==> src/rtl/mem_port_arbiter.sv <==
// mem_port_arbiter: shares one PMEM port between IFU and LSU, one transaction at a time.
// Define ARB_RR_EN for round-robin tie-break; default is fixed LSU priority.
module mem_port_arbiter #(
    parameter int AW = 32,
    parameter int DW = 32,
    parameter int MW = 8
) (
    input  logic          clk,
    input  logic          rst_n,
    input  logic          ifu_req_valid,
    output logic          ifu_req_ready,
    input  logic [AW-1:0] ifu_addr,
    output logic          ifu_rsp_valid,
    output logic [DW-1:0] ifu_rdata,
    input  logic          lsu_req_valid,
    output logic          lsu_req_ready,
    input  logic [AW-1:0] lsu_addr,
    input  logic          lsu_wen,
    input  logic [DW-1:0] lsu_wdata,
    input  logic [MW-1:0] lsu_wmask,
    output logic          lsu_rsp_valid,
    output logic [DW-1:0] lsu_rdata,
    output logic          mem_req_valid,
    input  logic          mem_req_ready,
    output logic [AW-1:0] mem_addr,
    output logic          mem_wen,
    output logic [DW-1:0] mem_wdata,
    output logic [MW-1:0] mem_wmask,
    input  logic          mem_rsp_valid,
    input  logic [DW-1:0] mem_rdata
);

    typedef enum logic [1:0] {
        IDLE,
        REQ,
        WAIT,
        RESP
    } state_t;

    state_t        state_q;
    logic          owner_q;
    logic          mreq_q;
    logic [AW-1:0] addr_q;
    logic          wen_q;
    logic [DW-1:0] wdata_q;
    logic [MW-1:0] wmask_q;
    logic [DW-1:0] rdata_q;
    logic          ifu_rsp_q;
    logic          lsu_rsp_q;
    logic          grant_ifu;
    logic          grant_lsu;
    logic          idle;

    assign idle = (state_q == IDLE);

`ifdef ARB_RR_EN
    logic last_q;

    // Round-robin: on a tie the requester not served last time wins.
    always_comb begin
        grant_ifu = ifu_req_valid;
        grant_lsu = lsu_req_valid;
        if (ifu_req_valid && lsu_req_valid) begin
            grant_lsu = ~last_q;
            grant_ifu = last_q;
        end
    end

    // Remember who won the most recent grant (1 = LSU).
    always_ff @(posedge clk or negedge rst_n) begin
        if (!rst_n) begin
            last_q <= 1'b0;
        end else if (idle && (grant_ifu || grant_lsu)) begin
            last_q <= grant_lsu;
        end
    end
`else
    assign grant_lsu = lsu_req_valid;
    assign grant_ifu = ifu_req_valid & ~lsu_req_valid;
`endif

    assign ifu_req_ready = rst_n & idle & grant_ifu;
    assign lsu_req_ready = rst_n & idle & grant_lsu;

    assign mem_req_valid = mreq_q;
    assign mem_addr      = addr_q;
    assign mem_wen       = wen_q;
    assign mem_wdata     = wdata_q;
    assign mem_wmask     = wmask_q;
    assign ifu_rsp_valid = ifu_rsp_q;
    assign lsu_rsp_valid = lsu_rsp_q;
    assign ifu_rdata     = rdata_q;
    assign lsu_rdata     = rdata_q;

    // Transaction FSM: grant, issue, wait for completion, return response.
    always_ff @(posedge clk or negedge rst_n) begin
        if (!rst_n) begin
            state_q   <= IDLE;
            owner_q   <= 1'b0;
            mreq_q    <= 1'b0;
            addr_q    <= '0;
            wen_q     <= 1'b0;
            wdata_q   <= '0;
            wmask_q   <= '0;
            rdata_q   <= '0;
            ifu_rsp_q <= 1'b0;
            lsu_rsp_q <= 1'b0;
        end else begin
            ifu_rsp_q <= 1'b0;
            lsu_rsp_q <= 1'b0;
            unique case (state_q)
                IDLE: begin
                    if (grant_lsu) begin
                        owner_q <= 1'b1;
                        addr_q  <= lsu_addr;
                        wen_q   <= lsu_wen;
                        wdata_q <= lsu_wdata;
                        wmask_q <= lsu_wmask;
                        mreq_q  <= 1'b1;
                        state_q <= REQ;
                    end else if (grant_ifu) begin
                        owner_q <= 1'b0;
                        addr_q  <= ifu_addr;
                        wen_q   <= 1'b0;
                        wdata_q <= '0;
                        wmask_q <= '0;
                        mreq_q  <= 1'b1;
                        state_q <= REQ;
                    end
                end
                REQ: begin
                    if (mem_req_ready) begin
                        mreq_q  <= 1'b0;
                        state_q <= WAIT;
                    end
                end
                WAIT: begin
                    if (mem_rsp_valid) begin
                        rdata_q   <= mem_rdata;
                        ifu_rsp_q <= ~owner_q;
                        lsu_rsp_q <= owner_q;
                        state_q   <= RESP;
                    end
                end
                RESP: begin
                    state_q <= IDLE;
                end
                default: begin
                    state_q <= IDLE;
                end
            endcase
        end
    end

endmodule

==> config.mk <==
export PLATFORM = sky130hd
export DESIGN_NAME = mem_port_arbiter
export DESIGN_NICKNAME = d
export VERILOG_FILES = /design/src/rtl/mem_port_arbiter.sv
export SDC_FILE = /design/constraint.sdc
export NUM_CORES = 1
export LEC_CHECK = 0
export ABC_AREA = 1
export ABC_CLOCK_PERIOD_IN_PS = 2200
export CELL_PAD_IN_SITES_DETAIL_PLACEMENT = 0
export CELL_PAD_IN_SITES_GLOBAL_PLACEMENT = 1
export CORE_ASPECT_RATIO = 1.25
export CORE_MARGIN = 2
export CORE_UTILIZATION = 28
export CTS_CLUSTER_SIZE = 8
export DETAILED_ROUTE_END_ITERATION = 8
export GPL_ROUTABILITY_DRIVEN = 0
export PLACE_DENSITY_LB_ADDON = 0.3
export SLEW_MARGIN = 20
export SYNTH_ARGS = -nofsm -noshare
export SYNTH_HDL_FRONTEND = slang
export SYNTH_SLANG_ARGS = --single-unit
==> constraint.sdc <==
create_clock -name clk -period 2.2 [get_ports clk]
set_input_delay 0.44 -clock clk [delete_from_list [all_inputs] [get_ports clk]]
set_output_delay 0.44 -clock clk [all_outputs]
set_load 0.02 [all_outputs]
==> run summary, run 1 <==
============================================================================
Min setup slack post-route                                         0.1064 ns
Cell internal pwr                                                   6.707 mW
Number of buffers added to fix hold violations after cts                   0
Switching power                                                     4.549 mW
Mean instance size in the synthesized netlist                     8.016 um^2
Initial core utilization                                              28.72%
Post-Layout Cell Count                                                  1102
Die area                                                          19050 um^2
Total number of nets in the final design                                1019
Critical path origin                                            state_q[0]$_DFFE_PN0P_
Drt first-iter violations                                                207
Wire length of the first global-routing pass                        24.05 mm
Hold/Removal Path Class                                             in2async
Endpoint of the worst-slack reg-to-reg timing path              mem_wdata[9]$_DFFE_PN0P_
H-Tree Level Count                                                         3
Final min period                                                    2.094 ns
Power share of the sequential group                                    31.1%
Post-Synthesis Net Count                                                 773
Remaining antenna violation count after routing                            0
Cts repair resizes                                                         2
Share of the clock period used by the worst path after layout         95.16%
Worst Tran Pin Value                                               0.6144 ns
Standard cell area after detailed placement                        7838 um^2
Routed WL                                                           14.82 mm
Clock tree from TritonCTS                                              built
Most Used Layer, Global Route                                           met2
Distinct cell type count after synthesis                                  17
M3 GR Usage                                                           4.674%
Met2 capacity usage during global routing                             27.47%
Maxcap violations                                                          0
Commonest cells after routing, fill and taps aside              sky130_fd_sc_hd__nand2_1, sky130_fd_sc_hd__clkdlybuf4s50_1, sky130_fd_sc_hd__dfrtp_1
Count of mapped cells out of synthesis                                   627
Fraction of final layout cells sized beyond drive strength 1          4.100%
Fraction of the yosys area taken by sequential cells                  55.27%
Worst slew margin relative to its limit                               59.04%
Synth warn                                                                 0
CP max FO                                                                  3
Number of buffers created by CTS                                           9
Clock Latency Late Sink                                              0.35 ns
Net switching share of the total power                                40.42%
Post-detailed-route wirelength per cell                             13.44 um
Status                                                             completed
Synthesized flop and latch total                                         111
Category of the worst setup path launch point                           flop
Residual DRC                                                               0
Clock Skew                                                       0.009940 ns
Detailed-router iteration count before antenna repair                      4
Final setup viols                                                          0
Static leakage                                                      4.055 nW
Global-route usage over all layers                                    16.05%
Largest net degree at the start of global routing                        112
Height of the die                                                   153.8 um
Count of cells along the worst register-to-register path                   8
GRT Residual Overflow                                                      0
Core footprint                                                    17500 um^2
Number of hold violations in the final report                              0
Final-layout setup total negative slack                                 0 ns
Initial antenna violation count                                            0
Via count of the first global-routing pass                              4598
Critical path required time                                          1.76 ns
Clock Power Share                                                      16.1%
Maximum vdd drop                                                 0.0006117 V
Post-CTS setup buffer count                                                0
Hold slack                                                         0.1828 ns
Via density per instance                                               4.152
Worst slack at placement                                         0.007978 ns
Netlist area before placement                                      5026 um^2
Crit Path Class                                                      reg2out
Leading cell type in the layout, fill and taps excluded         sky130_fd_sc_hd__nand2_1
Total instance count after detailed placement                           1086
Fin area                                                           8165 um^2
Arrival @ worst endpoint                                             1.65 ns
Final cell utilization of the core                                    46.66%
Sort of element at the end of the critical path                   output pin
Areal power density over the cells                              1378 nW/um^2
RSZ-0062 raised after global routing                                      no
Maximum buffer depth of the clock tree                                     2
HPWL Detailed                                                       10.50 mm
Clk sink count                                                           111
Met1 Usage GRT                                                        19.00%
Capture point of the critical path                              lsu_req_ready
CTS clk-pin slew, worst paths                                        0.08 ns
Launching point of the worst reg2reg path                       state_q[0]$_DFFE_PN0P_
Area grow syn2layout                                                  62.46%
Vias after detailed routing                                             4576
Pins over their slew limit                                                 0
Slack of the worst reg-to-reg path                                   0.53 ns
Timing-limited maximum frequency                                   477.7 MHz
Overall power of the completed layout                               11.26 mW
Floorplan die width                                                 123.8 um
Root Buffer Master                                              sky130_fd_sc_hd__clkbuf_16
Count of boundary I/O pins                                               285
Combinational fraction of design power                                 52.8%
Antenna Diode Count                                                        0
Number of buffers added on ports                                         284
Row cnt                                                                   54
============================================================================
==> worst max-delay path: stages, from the launching register on <==
cell and delay (ns):
sky130_fd_sc_hd__dfrtp_1 0.40, sky130_fd_sc_hd__inv_1 0.08, sky130_fd_sc_hd__ha_1 0.25, sky130_fd_sc_hd__inv_2 0.06
sky130_fd_sc_hd__nor3_1 0.17, sky130_fd_sc_hd__dlygate4sd2_1 0.35
==> synthesized netlist by cell type <==
| cell | number | area, um^2 |
|---|---|---|
| sky130_fd_sc_hd__inv_1 | 9 | 33.78 |
| sky130_fd_sc_hd__nor3_1 | 1 | 5.000 |
| sky130_fd_sc_hd__buf_2 | 15 | 75.07 |
| sky130_fd_sc_hd__buf_6 | 7 | 78.83 |
| sky130_fd_sc_hd__buf_4 | 36 | 270.3 |
| sky130_fd_sc_hd__nor2_1 | 5 | 18.77 |
| sky130_fd_sc_hd__nand4_1 | 2 | 12.51 |
| sky130_fd_sc_hd__clkbuf_1 | 6 | 22.52 |
| sky130_fd_sc_hd__inv_2 | 1 | 3.750 |
| sky130_fd_sc_hd__o21ai_0 | 1 | 5.000 |
| sky130_fd_sc_hd__nand3_1 | 34 | 170.2 |
| sky130_fd_sc_hd__ha_1 | 3 | 37.54 |
| sky130_fd_sc_hd__inv_6 | 1 | 8.760 |
| sky130_fd_sc_hd__nor2_4 | 1 | 11.26 |
| sky130_fd_sc_hd__nor2_8 | 1 | 20.02 |
| sky130_fd_sc_hd__nand2_1 | 393 | 1475 |
| sky130_fd_sc_hd__dfrtp_1 | 111 | 2778 |
==> final cells by class <==
| cell class | count | area [um^2] |
|---|---|---|
| tap | 224 | 280.3 |
| timing repair buffer | 299 | 2975 |
| fill | 1706 | 9334 |
| clock inverter | 6 | 91.34 |
| clock buffer | 10 | 239.0 |
| multi-input combinational | 441 | 1755 |
| sequential | 111 | 2778 |
| inverter | 11 | 46.29 |
==> flip-flops by register name (all words and copies together), names as in the netlist <==
name / flops
ifu_rdata: 32
mem_wdata: 32
mem_wen: 1
ifu_rsp_valid: 1
lsu_rsp_valid: 1
owner_q: 1
mem_req_valid: 1
state_q: 2
mem_addr: 32
mem_wmask: 8
==> metal layers <==
layer | part of all wire, % | routed length, um
met1 | 40 | 5942
met2 | 50 | 7363
met3 | 8.3 | 1228
met4 | 1.9 | 281
met5 | 0 | 0
==> worst min-delay path by stage <==
stage | from | end | slack (ns) | cells past startpoint
4_1_cts | rst_n | mem_addr[7]$_DFFE_PN0P_ | 0.23 | 2
3_3_place_gp | owner_q$_DFFE_PN0P_ | ifu_rsp_valid$_DFF_PN0_ | 0.42 | 1
3_5_place_dp | owner_q$_DFFE_PN0P_ | ifu_rsp_valid$_DFF_PN0_ | 0.42 | 1
5_1_grt | rst_n | mem_addr[7]$_DFFE_PN0P_ | 0.26 | 2
2_1_floorplan | rst_n | ifu_rdata[0]$_DFFE_PN0P_ | 0.14 | 0
6_report | rst_n | mem_addr[7]$_DFFE_PN0P_ | 0.18 | 2
==> power by group through the flow <==
stage	registers [mW]	logic (mW)	clock network, mW
after floorplan	4.55	2.33	0
after global placement	3.50	6.04	0
after detailed placement	3.54	6.04	0
after CTS	3.51	6.05	1.88
after global routing	3.63	6.51	1.97
final	3.50	5.94	1.82
==> cell families (layout without fill, tap and decap cells) <==
group	Yosys count	in the layout	synth area share (%)
simple gates	437	437	34.08
flops	111	111	55.27
buf+inv	75	326	9.808
fa+ha+maj	3	3	0.7469
compound gates	1	1	0.09948
Note: power is estimated with default switching activity, not from simulation.
==> run 2: changes to the inputs <==
==> constraint.sdc (replaced) <==
create_clock -name clk -period 2.2 [get_ports clk]
set_input_delay 0.55 -clock clk [delete_from_list [all_inputs] [get_ports clk]]
set_output_delay 0.55 -clock clk [all_outputs]
set_load 0.02 [all_outputs]
==> run 2 against run 1 <==
  * Largest power group unchanged
  * Core utilization decreased by 0.13 points
  * Maximum frequency up 3.6%
  * Clock skew shrank 0.0028 ns
  * Flip-flop and latch count did not move
  * Non-clock buffer count rose by 1
  * Sequential power is essentially flat
  * Critical path depth stayed put
  * Critical endpoint unchanged
  * Register-to-register slack gained 0.05 ns
==> run summary, run 2 (same netlist as run 1, synthesis figures left out) <==
============================================================================
Total number of nets in the final design                                1020
Leading cell type in the layout, fill and taps excluded         sky130_fd_sc_hd__nand2_1
Count of boundary I/O pins                                               285
Fin area                                                           8143 um^2
Status                                                             completed
HPWL Detailed                                                       10.67 mm
Number of buffers created by CTS                                           9
Number of buffers added to fix hold violations after cts                   0
Detailed-router iteration count before antenna repair                      4
Antenna Diode Count                                                        0
RSZ-0062 raised after global routing                                      no
Maximum buffer depth of the clock tree                                     2
Die area                                                          19050 um^2
Root Buffer Master                                              sky130_fd_sc_hd__clkbuf_16
Standard cell area after detailed placement                        7858 um^2
H-Tree Level Count                                                         3
Wire length of the first global-routing pass                        23.65 mm
Drt first-iter violations                                                201
Arrival @ worst endpoint                                             1.47 ns
Via density per instance                                               4.180
Static leakage                                                      4.042 nW
Worst Tran Pin Value                                               0.6288 ns
Min setup slack post-route                                         0.1797 ns
Pins over their slew limit                                                 0
Largest net degree at the start of global routing                        112
CTS clk-pin slew, worst paths                                        0.07 ns
CP max FO                                                                  3
Fraction of final layout cells sized beyond drive strength 1          4.551%
Area grow syn2layout                                                  62.01%
Final setup viols                                                          0
Commonest cells after routing, fill and taps aside              sky130_fd_sc_hd__nand2_1, sky130_fd_sc_hd__clkdlybuf4s50_1, sky130_fd_sc_hd__dfrtp_1
Floorplan die width                                                 123.8 um
Share of the clock period used by the worst path after layout         91.83%
Maximum vdd drop                                                 0.0006313 V
Initial core utilization                                              28.72%
Sort of element at the end of the critical path                   output pin
Category of the worst setup path launch point                           flop
GRT Residual Overflow                                                      0
Number of buffers added on ports                                         284
Final min period                                                    2.020 ns
Timing-limited maximum frequency                                   495.0 MHz
Vias after detailed routing                                             4611
Routed WL                                                           15.02 mm
Height of the die                                                   153.8 um
Worst slew margin relative to its limit                               58.08%
Core footprint                                                    17500 um^2
Via count of the first global-routing pass                              4538
Count of cells along the worst register-to-register path                   8
Clock tree from TritonCTS                                              built
Maxcap violations                                                          0
Row cnt                                                                   54
Worst slack at placement                                          -0.1989 ns
Crit Path Class                                                      reg2out
Remaining antenna violation count after routing                            0
Post-detailed-route wirelength per cell                             13.62 um
Residual DRC                                                               0
Global-route usage over all layers                                    15.87%
Critical path required time                                          1.65 ns
Clk sink count                                                           111
Hold/Removal Path Class                                             in2async
Areal power density over the cells                              1363 nW/um^2
Final cell utilization of the core                                    46.53%
Clock Latency Late Sink                                              0.35 ns
Initial antenna violation count                                            0
Clock Skew                                                       0.007159 ns
Number of hold violations in the final report                              0
============================================================================
[run 2: cell count changes in the layout (fill, tap and decap cells not counted)]
| cell | change |
|---|---|
| sky130_fd_sc_hd__ha_2 | +1 |
| sky130_fd_sc_hd__bufinv_16 | -2 |
| sky130_fd_sc_hd__clkbuf_8 | +1 |
| sky130_fd_sc_hd__clkinv_4 | +1 |
| sky130_fd_sc_hd__buf_2 | +1 |
| sky130_fd_sc_hd__clkbuf_2 | +1 |
| sky130_fd_sc_hd__buf_12 | +1 |
| sky130_fd_sc_hd__dlygate4sd2_1 | -2 |
| sky130_fd_sc_hd__ha_1 | -1 |
[run 2: layout make-up]
class	count	area [um^2]
repair buffers	300	2988
clock inverters	5	40.04
inverters	11	46.29
clock buffers	11	252.7
fillers	1760	9356
flip-flops and latches	111	2778
multi-input cells	441	1758
well taps	224	280.3
[run 2: path summary, 6_finish.rpt]
check	from	to	slack, ns
max	state_q[0]$_DFFE_PN0P_	lsu_req_ready	0.18
min in group clk	owner_q$_DFFE_PN0P_	ifu_rsp_valid$_DFF_PN0_	0.43
max in group asynchronous	rst_n	mem_wdata[5]$_DFFE_PN0P_	1.42
min	rst_n	mem_addr[10]$_DFFE_PN0P_	0.29
min reg2reg	owner_q$_DFFE_PN0P_	ifu_rsp_valid$_DFF_PN0_	0.43
max reg2reg	state_q[0]$_DFFE_PN0P_	mem_wdata[0]$_DFFE_PN0P_	0.58
[run 2: what timing repair did]
action | CTS | global route
setup buffers | 0 | 0
gates resized for setup | 5 | 4
endpoints found under the setup margin | 2 | 2
[run 2: metrics by stage]
step / hold WS, ns / total power [mW] / instances / setup TNS (ns)
after floorplan: 0.2544 / 6.880 / 627 / 0
after global placement: 0.4169 / 9.569 / 1087 / -0.4095
after detailed placement: 0.4210 / 9.612 / 1087 / -0.3901
after CTS: 0.3512 / 11.28 / 1103 / 0
after global routing: 0.3702 / 11.92 / 1103 / 0
final: 0.2914 / 11.10 / 1103 / 0
[run 2: power by group]
part / internal (mW) / switching [mW] / total, mW
clock: 0.843 / 0.777 / 1.62
sequential: 2.95 / 0.546 / 3.49
combinational: 2.75 / 3.24 / 5.99
total: 6.54 / 4.56 / 11.1
[run 2: worst max-delay path, cell delays in order (launching register included)]
cell and delay, ns:
sky130_fd_sc_hd__dfrtp_1 0.40, sky130_fd_sc_hd__inv_1 0.09, sky130_fd_sc_hd__ha_2 0.23, sky130_fd_sc_hd__inv_2 0.05, sky130_fd_sc_hd__nor3_1 0.17, sky130_fd_sc_hd__buf_2 0.19
[run 2: metal layers]
layer / vias to the layer above / routed length (um) / GRT usage [%]
li1: 2361 / - / -
met1: 2081 / 6041 / 18.78
met2: 154 / 7539 / 26.92
met3: 15 / 1176 / 4.822
met4: 0 / 264 / 5.628
met5: - / 0 / 0
